==> src/rtl/ifq_pkg.sv <==
// Shared types and constants for the instruction fetch queue.
package ifq_pkg;

  localparam int unsigned XLEN  = 32;
  // Wide enough for MAX_OUTSTANDING up to 7.
  localparam int unsigned OUT_W = 3;

  localparam logic [XLEN-1:0] NOP_INSTR = 32'h0000_0013;

  typedef struct packed {
    logic [XLEN-1:0] pc;
    logic [XLEN-1:0] instr;
  } ifq_entry_t;

  // Force an address onto a word boundary.
  function automatic logic [XLEN-1:0] word_align(input logic [XLEN-1:0] addr);
    return addr & 32'hFFFF_FFFC;
  endfunction

endpackage

==> src/rtl/ifq_fifo.sv <==
// In-order entry store for fetched instructions: push at tail, pop at head,
// flush clears everything. Synchronous active-low reset.
module ifq_fifo
  import ifq_pkg::*;
#(
  parameter int unsigned DEPTH = 4
) (
  input  logic                    clk,
  input  logic                    rst_n,
  input  logic                    flush,
  input  logic                    push,
  input  ifq_entry_t              push_data,
  input  logic                    pop,
  output ifq_entry_t              head,
  output logic [$clog2(DEPTH):0]  count
);

  localparam int unsigned AW = $clog2(DEPTH);
  localparam int unsigned CW = AW + 1;

  ifq_entry_t    mem_q [DEPTH];
  ifq_entry_t    mem_d [DEPTH];
  logic [AW-1:0] wr_ptr_q, wr_ptr_d;
  logic [AW-1:0] rd_ptr_q, rd_ptr_d;
  logic [CW-1:0] count_q, count_d;

  // Next-state for storage, pointers and occupancy.
  always_comb begin
    mem_d    = mem_q;
    wr_ptr_d = wr_ptr_q;
    rd_ptr_d = rd_ptr_q;
    count_d  = count_q;
    if (flush) begin
      wr_ptr_d = '0;
      rd_ptr_d = '0;
      count_d  = '0;
    end else begin
      if (push) begin
        mem_d[wr_ptr_q] = push_data;
        wr_ptr_d        = wr_ptr_q + AW'(1);
      end
      if (pop) begin
        rd_ptr_d = rd_ptr_q + AW'(1);
      end
      count_d = count_q + CW'(push) - CW'(pop);
    end
  end

  // State register.
  always_ff @(posedge clk) begin
    if (!rst_n) begin
      mem_q    <= '{default: '0};
      wr_ptr_q <= '0;
      rd_ptr_q <= '0;
      count_q  <= '0;
    end else begin
      mem_q    <= mem_d;
      wr_ptr_q <= wr_ptr_d;
      rd_ptr_q <= rd_ptr_d;
      count_q  <= count_d;
    end
  end

  assign head  = mem_q[rd_ptr_q];
  assign count = count_q;

endmodule

==> src/rtl/instr_fetch_queue.sv <==
// Instruction fetch queue: issues sequential word fetches, buffers in-order
// responses, presents them to the core, and flushes/restarts on redirect.
// Optional feature macro: IFQ_PERF_EN adds stall_cnt / drop_cnt counters.
module instr_fetch_queue
  import ifq_pkg::*;
#(
  parameter int unsigned DEPTH           = 4,
  parameter int unsigned MAX_OUTSTANDING = 2,
  parameter logic [31:0] RESET_PC        = 32'h0000_0000
) (
  input  logic        clk,
  input  logic        reset,
  output logic        imem_req_valid,
  input  logic        imem_req_ready,
  output logic [31:0] imem_req_addr,
  input  logic        imem_rsp_valid,
  input  logic [31:0] imem_rsp_data,
  output logic        instr_valid,
  input  logic        instr_ready,
  output logic [31:0] InstrF,
  output logic [31:0] PCF,
  input  logic        redirect_valid,
  input  logic [31:0] redirect_pc
`ifdef IFQ_PERF_EN
  ,
  output logic [31:0] stall_cnt,
  output logic [31:0] drop_cnt
`endif
);

  localparam int unsigned CW = $clog2(DEPTH) + 1;

  logic [XLEN-1:0]  fpc_q, fpc_d;
  logic [XLEN-1:0]  epc_q, epc_d;
  logic [OUT_W-1:0] outstanding_q, outstanding_d;
  logic [OUT_W-1:0] discard_q, discard_d;

  logic             fifo_flush;
  logic             fifo_push;
  logic             fifo_pop;
  ifq_entry_t       fifo_wdata;
  ifq_entry_t       fifo_head;
  logic [CW-1:0]    fifo_count;

  logic             credit_ok;
  logic             req_fire;

  ifq_fifo #(
    .DEPTH(DEPTH)
  ) u_fifo (
    .clk       (clk),
    .rst_n     (reset),
    .flush     (fifo_flush),
    .push      (fifo_push),
    .push_data (fifo_wdata),
    .pop       (fifo_pop),
    .head      (fifo_head),
    .count     (fifo_count)
  );

  // Credit: every queued or in-flight instruction reserves a queue slot.
  always_comb begin
    credit_ok = (outstanding_q < OUT_W'(MAX_OUTSTANDING)) &&
                ((32'(fifo_count) + 32'(outstanding_q)) < 32'(DEPTH));
  end

  assign imem_req_valid = reset && !redirect_valid && credit_ok;
  assign imem_req_addr  = fpc_q;
  assign req_fire       = imem_req_valid && imem_req_ready;
  assign instr_valid    = (fifo_count != '0);

  // Head presentation; an empty queue shows a NOP at the expected PC.
  always_comb begin
    InstrF = NOP_INSTR;
    PCF    = epc_q;
    if (instr_valid) begin
      InstrF = fifo_head.instr;
      PCF    = fifo_head.pc;
    end
  end

  // Fetch control: credit, discard bookkeeping, PCs and queue commands.
  always_comb begin
    fpc_d         = fpc_q;
    epc_d         = epc_q;
    outstanding_d = outstanding_q;
    discard_d     = discard_q;
    fifo_flush    = 1'b0;
    fifo_push     = 1'b0;
    fifo_pop      = 1'b0;
    fifo_wdata    = '{pc: epc_q, instr: imem_rsp_data};
    if (redirect_valid) begin
      // Everything still in flight after this cycle must be thrown away.
      fifo_flush    = 1'b1;
      fpc_d         = word_align(redirect_pc);
      epc_d         = word_align(redirect_pc);
      outstanding_d = outstanding_q - OUT_W'(imem_rsp_valid);
      discard_d     = outstanding_q - OUT_W'(imem_rsp_valid);
    end else begin
      if (req_fire) begin
        fpc_d = fpc_q + 32'd4;
      end
      fifo_pop      = instr_valid && instr_ready;
      outstanding_d = outstanding_q + OUT_W'(req_fire) - OUT_W'(imem_rsp_valid);
      if (imem_rsp_valid) begin
        if (discard_q != '0) begin
          discard_d = discard_q - OUT_W'(1);
        end else begin
          fifo_push = 1'b1;
          epc_d     = epc_q + 32'd4;
        end
      end
    end
  end

  // Control state register.
  always_ff @(posedge clk) begin
    if (!reset) begin
      fpc_q         <= RESET_PC;
      epc_q         <= RESET_PC;
      outstanding_q <= '0;
      discard_q     <= '0;
    end else begin
      fpc_q         <= fpc_d;
      epc_q         <= epc_d;
      outstanding_q <= outstanding_d;
      discard_q     <= discard_d;
    end
  end

`ifdef IFQ_PERF_EN
  logic [31:0] stall_q, stall_d;
  logic [31:0] drop_q, drop_d;
  logic        drop_event;

  // Saturating event counters for fetch stalls and discarded responses.
  always_comb begin
    stall_d    = stall_q;
    drop_d     = drop_q;
    drop_event = imem_rsp_valid && (redirect_valid || (discard_q != '0));
    if (instr_valid && !instr_ready && (stall_q != 32'hFFFF_FFFF)) begin
      stall_d = stall_q + 32'd1;
    end
    if (drop_event && (drop_q != 32'hFFFF_FFFF)) begin
      drop_d = drop_q + 32'd1;
    end
  end

  // Counter registers.
  always_ff @(posedge clk) begin
    if (!reset) begin
      stall_q <= '0;
      drop_q  <= '0;
    end else begin
      stall_q <= stall_d;
      drop_q  <= drop_d;
    end
  end

  assign stall_cnt = stall_q;
  assign drop_cnt  = drop_q;
`else
  // Counters absent in this build.
`endif

endmodule
==> config.mk <==
export PLATFORM = sky130hd
export DESIGN_NAME = instr_fetch_queue
export DESIGN_NICKNAME = d
export VERILOG_FILES = /design/src/rtl/ifq_pkg.sv /design/src/rtl/ifq_fifo.sv /design/src/rtl/instr_fetch_queue.sv
export SDC_FILE = /design/constraint.sdc
export NUM_CORES = 1
export LEC_CHECK = 0
export CORE_AREA = 5 5 193 195
export CTS_CLUSTER_DIAMETER = 80
export DETAILED_ROUTE_END_ITERATION = 10
export DIE_AREA = 0 0 198 200
export HOLD_SLACK_MARGIN = 0.15
export PLACE_DENSITY = 0.65
export SYNTH_ARGS = -nofsm -noshare
export SYNTH_HDL_FRONTEND = slang
export SYNTH_HIERARCHICAL = 1
export SYNTH_SLANG_ARGS = --single-unit
==> constraint.sdc <==
create_clock -name clk -period 4.91 [get_ports clk]
set_clock_uncertainty 0.1 [all_clocks]
set_input_delay 0.491 -clock clk [delete_from_list [all_inputs] [get_ports clk]]
set_output_delay 0.491 -clock clk [all_outputs]
set_load 0.05 [all_outputs]
==> run summary, run 1 <==
status -> completed
iteration count of the initial detailed-routing pass -> 5
worst r2r dst -> outstanding_q[2]
first-pass GRT wire length -> 61,300 um
total track usage -> 0.1882
asr flop ratio synth -> 0
hold wc startpoint -> reset
Startpoint Class -> flop
die area -> 39,600 um2
period utilization -> 0.7981
initial antenna violation count -> 0
number of nets in the layout -> 1,747
Synthesis Warnings -> 6
Synth area leaders -> dfxtp_1 42%, mux2i_1 16%, mux4_2 9.2%
top post-synthesis cells by count -> 359 x nand2_1, 329 x dfxtp_1, 258 x mux2i_1, 64 x mux4_2, 50 x a21oi_1
gr ovfl total -> 0
Hold Crit Class -> in2reg
Rows -> 69
ant diodes -> 0
vias in the first global route -> 11,630
Hold Path End -> imem_req_addr[17]
H-tree depth -> 2
Initial Util -> 0.4444
# DRC -> 0
post-route ant nets -> 0
r2r startpoint -> outstanding_q[2]
top cell type's share of synthesized area -> 0.4207
max-cap violations -> 0
Main synth FF type -> dfxtp_1
Required @ worst endpoint -> 4.32 ns
Worst Hold Path Cells -> 2
final setup TNS -> 0 ns
number of synthesized flops with an enable pin -> 0
setup violators final -> 0
Sequential Area -> 6594 um2
hold slack -> 0.3294 ns
cts hold-fix bufs -> 0
routed wire length -> 38,160 um
Starting DRT DRC Count -> 626
end-of-flow core utilization -> 0.5283
total vias in the final route -> 11,610
Yosys cell types -> 58
drt wl/cell -> 17.79 um
count of buffers from port buffering -> 163
Seq cells post-synth -> 329
critical path type -> reg2out
vias per cell -> 5.411
footprint of the multi-input gates -> 8200 um2
PwrDens -> 339.9 nW/um2
clk_lat worst skew -> 0.52 ns
synth-to-layout area growth -> 18.87%
Synth Instances -> 1,544
core area -> 35,220 um2
f_max -> 255.2 MHz
Clock transition at path regs -> 0.06 ns
CTS Buffer Depth -> 3
CTS Sinks -> 329
Slew Limit Fails -> 0
io pins -> 168
reg2reg setup slack -> 1.85 ns
total power -> 6.326 mW
leakage -> 8.197 nW
DP HPWL -> 24,740 um
Die X-Extent -> 198 um
unrepaired setup endpoints after global routing -> no
Final Wtd Congestion -> 0.8082
fillers -> 3,178
TritonCTS clock tree -> yes
most common cell in the netlist -> nand2_1
Seq/Total Area, Yosys -> 0.4207
average cell area after synthesis -> 10.14 um2
final hold violations -> 0
Worst VDD drop -> 0.2027 mV
crit path DAT -> 3.33 ns
crit path max fanout -> 44
Num CTS Buffers -> 38
Setup crit end kind -> output port
Synth area leader -> dfxtp_1
Root Driver -> clkbuf_16
Tmin final -> 3.919 ns
synthesized area -> 15,660 um2
share of layout cells above drive strength 1 -> 0.1140
post-CTS setup buffer count -> 0
worst slew pin tran -> 1.043 ns
r2r worst-path depth -> 12
Chip Height -> 200 um
largest net degree at the start of global routing -> 99
post-CTS resize count -> 0
Slew Limit Headroom -> 0.2994
stage by stage:
step                      instances  instance area (um2)  setup slack, ns
final                          2145                18610           0.9913
after global routing           2145                18610           0.8190
after CTS                      2145                18610           0.9238
after detailed placement       2079                17330            1.457
after global placement         2079                17330            1.488
after floorplan                1547                15670            2.138
per-layer routing:
metal  vias to the layer above  GRT usage  part of all wire
met5                         -          0                 0
met4                         0    0.04132             0.017
met3                        48    0.03223             0.051
met2                       266     0.3078              0.47
met1                      5667     0.2643              0.46
li1                       5626          -                 -
layout make-up:
cell class	instances	area share
multi-input combinational	1080	0.4407
sequential	329	0.3543
timing repair buffer	183	0.1000
clock buffer	58	0.06441
tap	461	0.03100
inverter	26	0.005379
clock inverter	8	0.004169
kinds of logic after synthesis:
family / Yosys count / share of synthesized area
AOI/OAI and AO/OA: 132 / 0.04931
xor gates and xnor gates: 38 / 0.02222
adders and majority gates: 19 / 0.01614
buffers and inverters: 138 / 0.05627
DFF: 329 / 0.4207
muxes: 353 / 0.2793
other: 1 / 0.0002395
and+or+nand+nor: 534 / 0.1558
worst max-delay path, cell delays in order, from the launching register on:
cell             delay (ns)
dfxtp_1                0.33
or3_2                  0.91
buf_4                  0.44
mux2_2                 0.31
clkdlybuf4s50_1        0.81
cell usage in the layout (no fill, tap or decap), types with 31 or more instances in the layout:
cell type / n
clkdlybuf4s50_1: 162
mux2_2: 31
clkbuf_16: 40
o21ai_0: 38
mux4_2: 64
mux2i_1: 258
a21oi_1: 50
dfxtp_1: 327
nand2_1: 359
and2_1: 37
sequential cells by signal, indices dropped and copies added (netlist names):
signal           count
discard_q            3
epc_q               30
imem_req_addr       30
outstanding_q        3
u_fifo/count         3
u_fifo/mem_q       256
u_fifo/rd_ptr_q      2
u_fifo/wr_ptr_q      2
power breakdown:
group | leakage, nW | switching [mW] | total, mW | internal, mW
Sequential | 2.67 | 0.0717 | 2.80 | 2.73
Combinational | 4.90 | 0.421 | 0.682 | 0.261
Clock | 0.628 | 1.11 | 2.84 | 1.73
worst max-delay path by stage:
stage	end	slack [ns]	start
2_1_floorplan	outstanding_q[1]	2.14	outstanding_q[2]
3_3_place_gp	outstanding_q[2]	1.49	redirect_valid
3_5_place_dp	outstanding_q[1]	1.46	redirect_valid
4_1_cts	PCF[9]	0.92	u_fifo/count[1]
5_1_grt	PCF[9]	0.82	u_fifo/count[1]
6_report	PCF[29]	0.99	u_fifo/count[0]
Note: power is estimated with default switching activity, not from simulation.
==> inputs of run 2 (changes only) <==
- clock period: 4.91 -> 4.1 ns (I/O delays scaled with it)
==> run 2 against run 1 <==
Power increased by 20%. Largest cell class unchanged. Sequential power rose by 20%. Clock power increased by 20%. Register-to-register slack lost 0.59 ns. Largest power group unchanged. Cell area barely moved. Clock-buffer cell count decreased by 6.
==> run summary, run 2 (same netlist as run 1, synthesis figures left out) <==
status -> completed
period utilization -> 0.8557
final hold violations -> 0
vias in the first global route -> 11,890
M1 GR Usage -> 0.2612
Initial Util -> 0.4444
Hold Path End -> u_fifo/mem_q[244]
most frequent cells in the layout -> 359 x nand2_1, 327 x dfxtp_1, 258 x mux2i_1
DP HPWL -> 24,150 um
Non-Filler Instances -> 2,147
total vias in the final route -> 11,610
iteration count of the initial detailed-routing pass -> 5
initial antenna violation count -> 0
Largest register FFs -> 256
commonest non-fill, non-tap cell in the layout -> nand2_1
clk_lat worst skew -> 0.53 ns
# DRC -> 0
io pins -> 168
final setup TNS -> 0 ns
post-route ant nets -> 0
worst slew pin tran -> 1.001 ns
unrepaired setup endpoints after global routing -> no
drt wl/cell -> 17.80 um
crit path DAT -> 3.00 ns
Slew Limit Headroom -> 0.3330
GR Layer Usage met2 -> 0.3146
grt met3 use -> 0.03306
gr ovfl total -> 0
reg2reg setup slack -> 1.26 ns
count of buffers from port buffering -> 163
ant diodes -> 0
setup violators final -> 0
core area -> 35,220 um2
Num CTS Buffers -> 37
Worst Hold Path Cells -> 2
cts hold-fix bufs -> 1
Die X-Extent -> 198 um
grt peak-use layer -> met2
Clock transition at path regs -> 0.06 ns
die area -> 39,600 um2
post-CTS setup buffer count -> 0
hold wc startpoint -> u_fifo/mem_q[244]
Worst VDD drop -> 0.2950 mV
r2r startpoint -> outstanding_q[2]
crit path max fanout -> 15
Slew Limit Fails -> 0
first-pass GRT wire length -> 62,420 um
CTS Buffer Depth -> 3
Startpoint Class -> flop
Final Wtd Congestion -> 0.7997
Required @ worst endpoint -> 3.59 ns
f_max -> 285.0 MHz
PwrDens -> 407.2 nW/um2
r2r worst-path depth -> 11
CTS Sinks -> 329
Tmin final -> 3.508 ns
leakage -> 8.195 nW
Hold Crit Class -> reg2reg
synth-to-layout area growth -> 18.90%
Root Driver -> clkbuf_16
Chip Height -> 200 um
Starting DRT DRC Count -> 517
share of layout cells above drive strength 1 -> 0.1133
Inst Count DP -> 2,080
TritonCTS clock tree -> yes
critical path type -> reg2out
vias per cell -> 5.406
post-CTS resize count -> 0
most flop-heavy register -> u_fifo/mem_q
H-tree depth -> 2
largest net degree at the start of global routing -> 108
max-cap violations -> 0
number of nets in the layout -> 1,748
Rows -> 69
worst r2r dst -> outstanding_q[2]
total track usage -> 0.1905
routed wire length -> 38,220 um
Setup crit end kind -> output port
[run 2: cell types whose count changed in the layout (fill, tap and decap cells not counted), sizes merged]
cell and change:
dlygate4sd3 +1, clkinv +4, inv -1, clkbuf -6, bufinv +3, buf +1
[run 2: per-layer routing]
layer  vias to the layer above  share of wire
met4                         0          0.022
li1                       5639              -
met3                        53          0.049
met2                       248           0.47
met1                      5666           0.46
met5                         -              0
[run 2: how the worst max path moves through the flow]
| stage | start | endpoint | slack [ns] | depth (start not counted) |
|---|---|---|---|---|
| after floorplan | outstanding_q[2] | outstanding_q[1] | 1.33 | 12 |
| after global placement | redirect_valid | outstanding_q[2] | 1.02 | 11 |
| after detailed placement | redirect_valid | outstanding_q[1] | 0.99 | 10 |
| after CTS | u_fifo/rd_ptr_q[1] | PCF[12] | 0.52 | 4 |
| after global routing | u_fifo/rd_ptr_q[1] | PCF[29] | 0.44 | 4 |
| final | u_fifo/rd_ptr_q[1] | PCF[29] | 0.59 | 4 |
[run 2: worst max-delay path, cell delays in order (launching register included)]
cell             delay, ns
dfxtp_4               0.53
buf_4                 0.38
mux4_2                0.54
mux2_2                0.31
clkdlybuf4s50_1       0.71
[run 2: through the flow]
stage / worst slack [ns] / hold slack [ns] / cell area [um2] / total power, mW / utilization
final: 0.5918 / 0.3567 / 18610 / 7.580 / 0.5285
after global routing: 0.4447 / 0.3731 / 18610 / 7.881 / 0.5285
after CTS: 0.5196 / 0.3502 / 18610 / 7.674 / 0.5285
after detailed placement: 0.9915 / 0.3498 / 17340 / 4.242 / 0.4923
after global placement: 1.020 / 0.3418 / 17340 / 4.232 / 0.4923
after floorplan: 1.328 / 0.3353 / 15670 / 3.956 / -
[run 2: power by group]
group / leakage [nW] / switching (mW) / total [mW] / internal [mW]
combinational: 4.91 / 0.504 / 0.821 / 0.317
clock: 0.616 / 1.34 / 3.41 / 2.07
sequential: 2.67 / 0.0866 / 3.35 / 3.27
[run 2: final cells by class]
class	instances	area (um2)
Fill cell	3166	16610
Multi-Input combinational cell	1080	8200
Sequential cell	329	6594
Timing Repair Buffer	185	1879
Clock buffer	52	1062
Tap cell	461	576.8
Clock inverter	14	201.4
Inverter	26	100.1
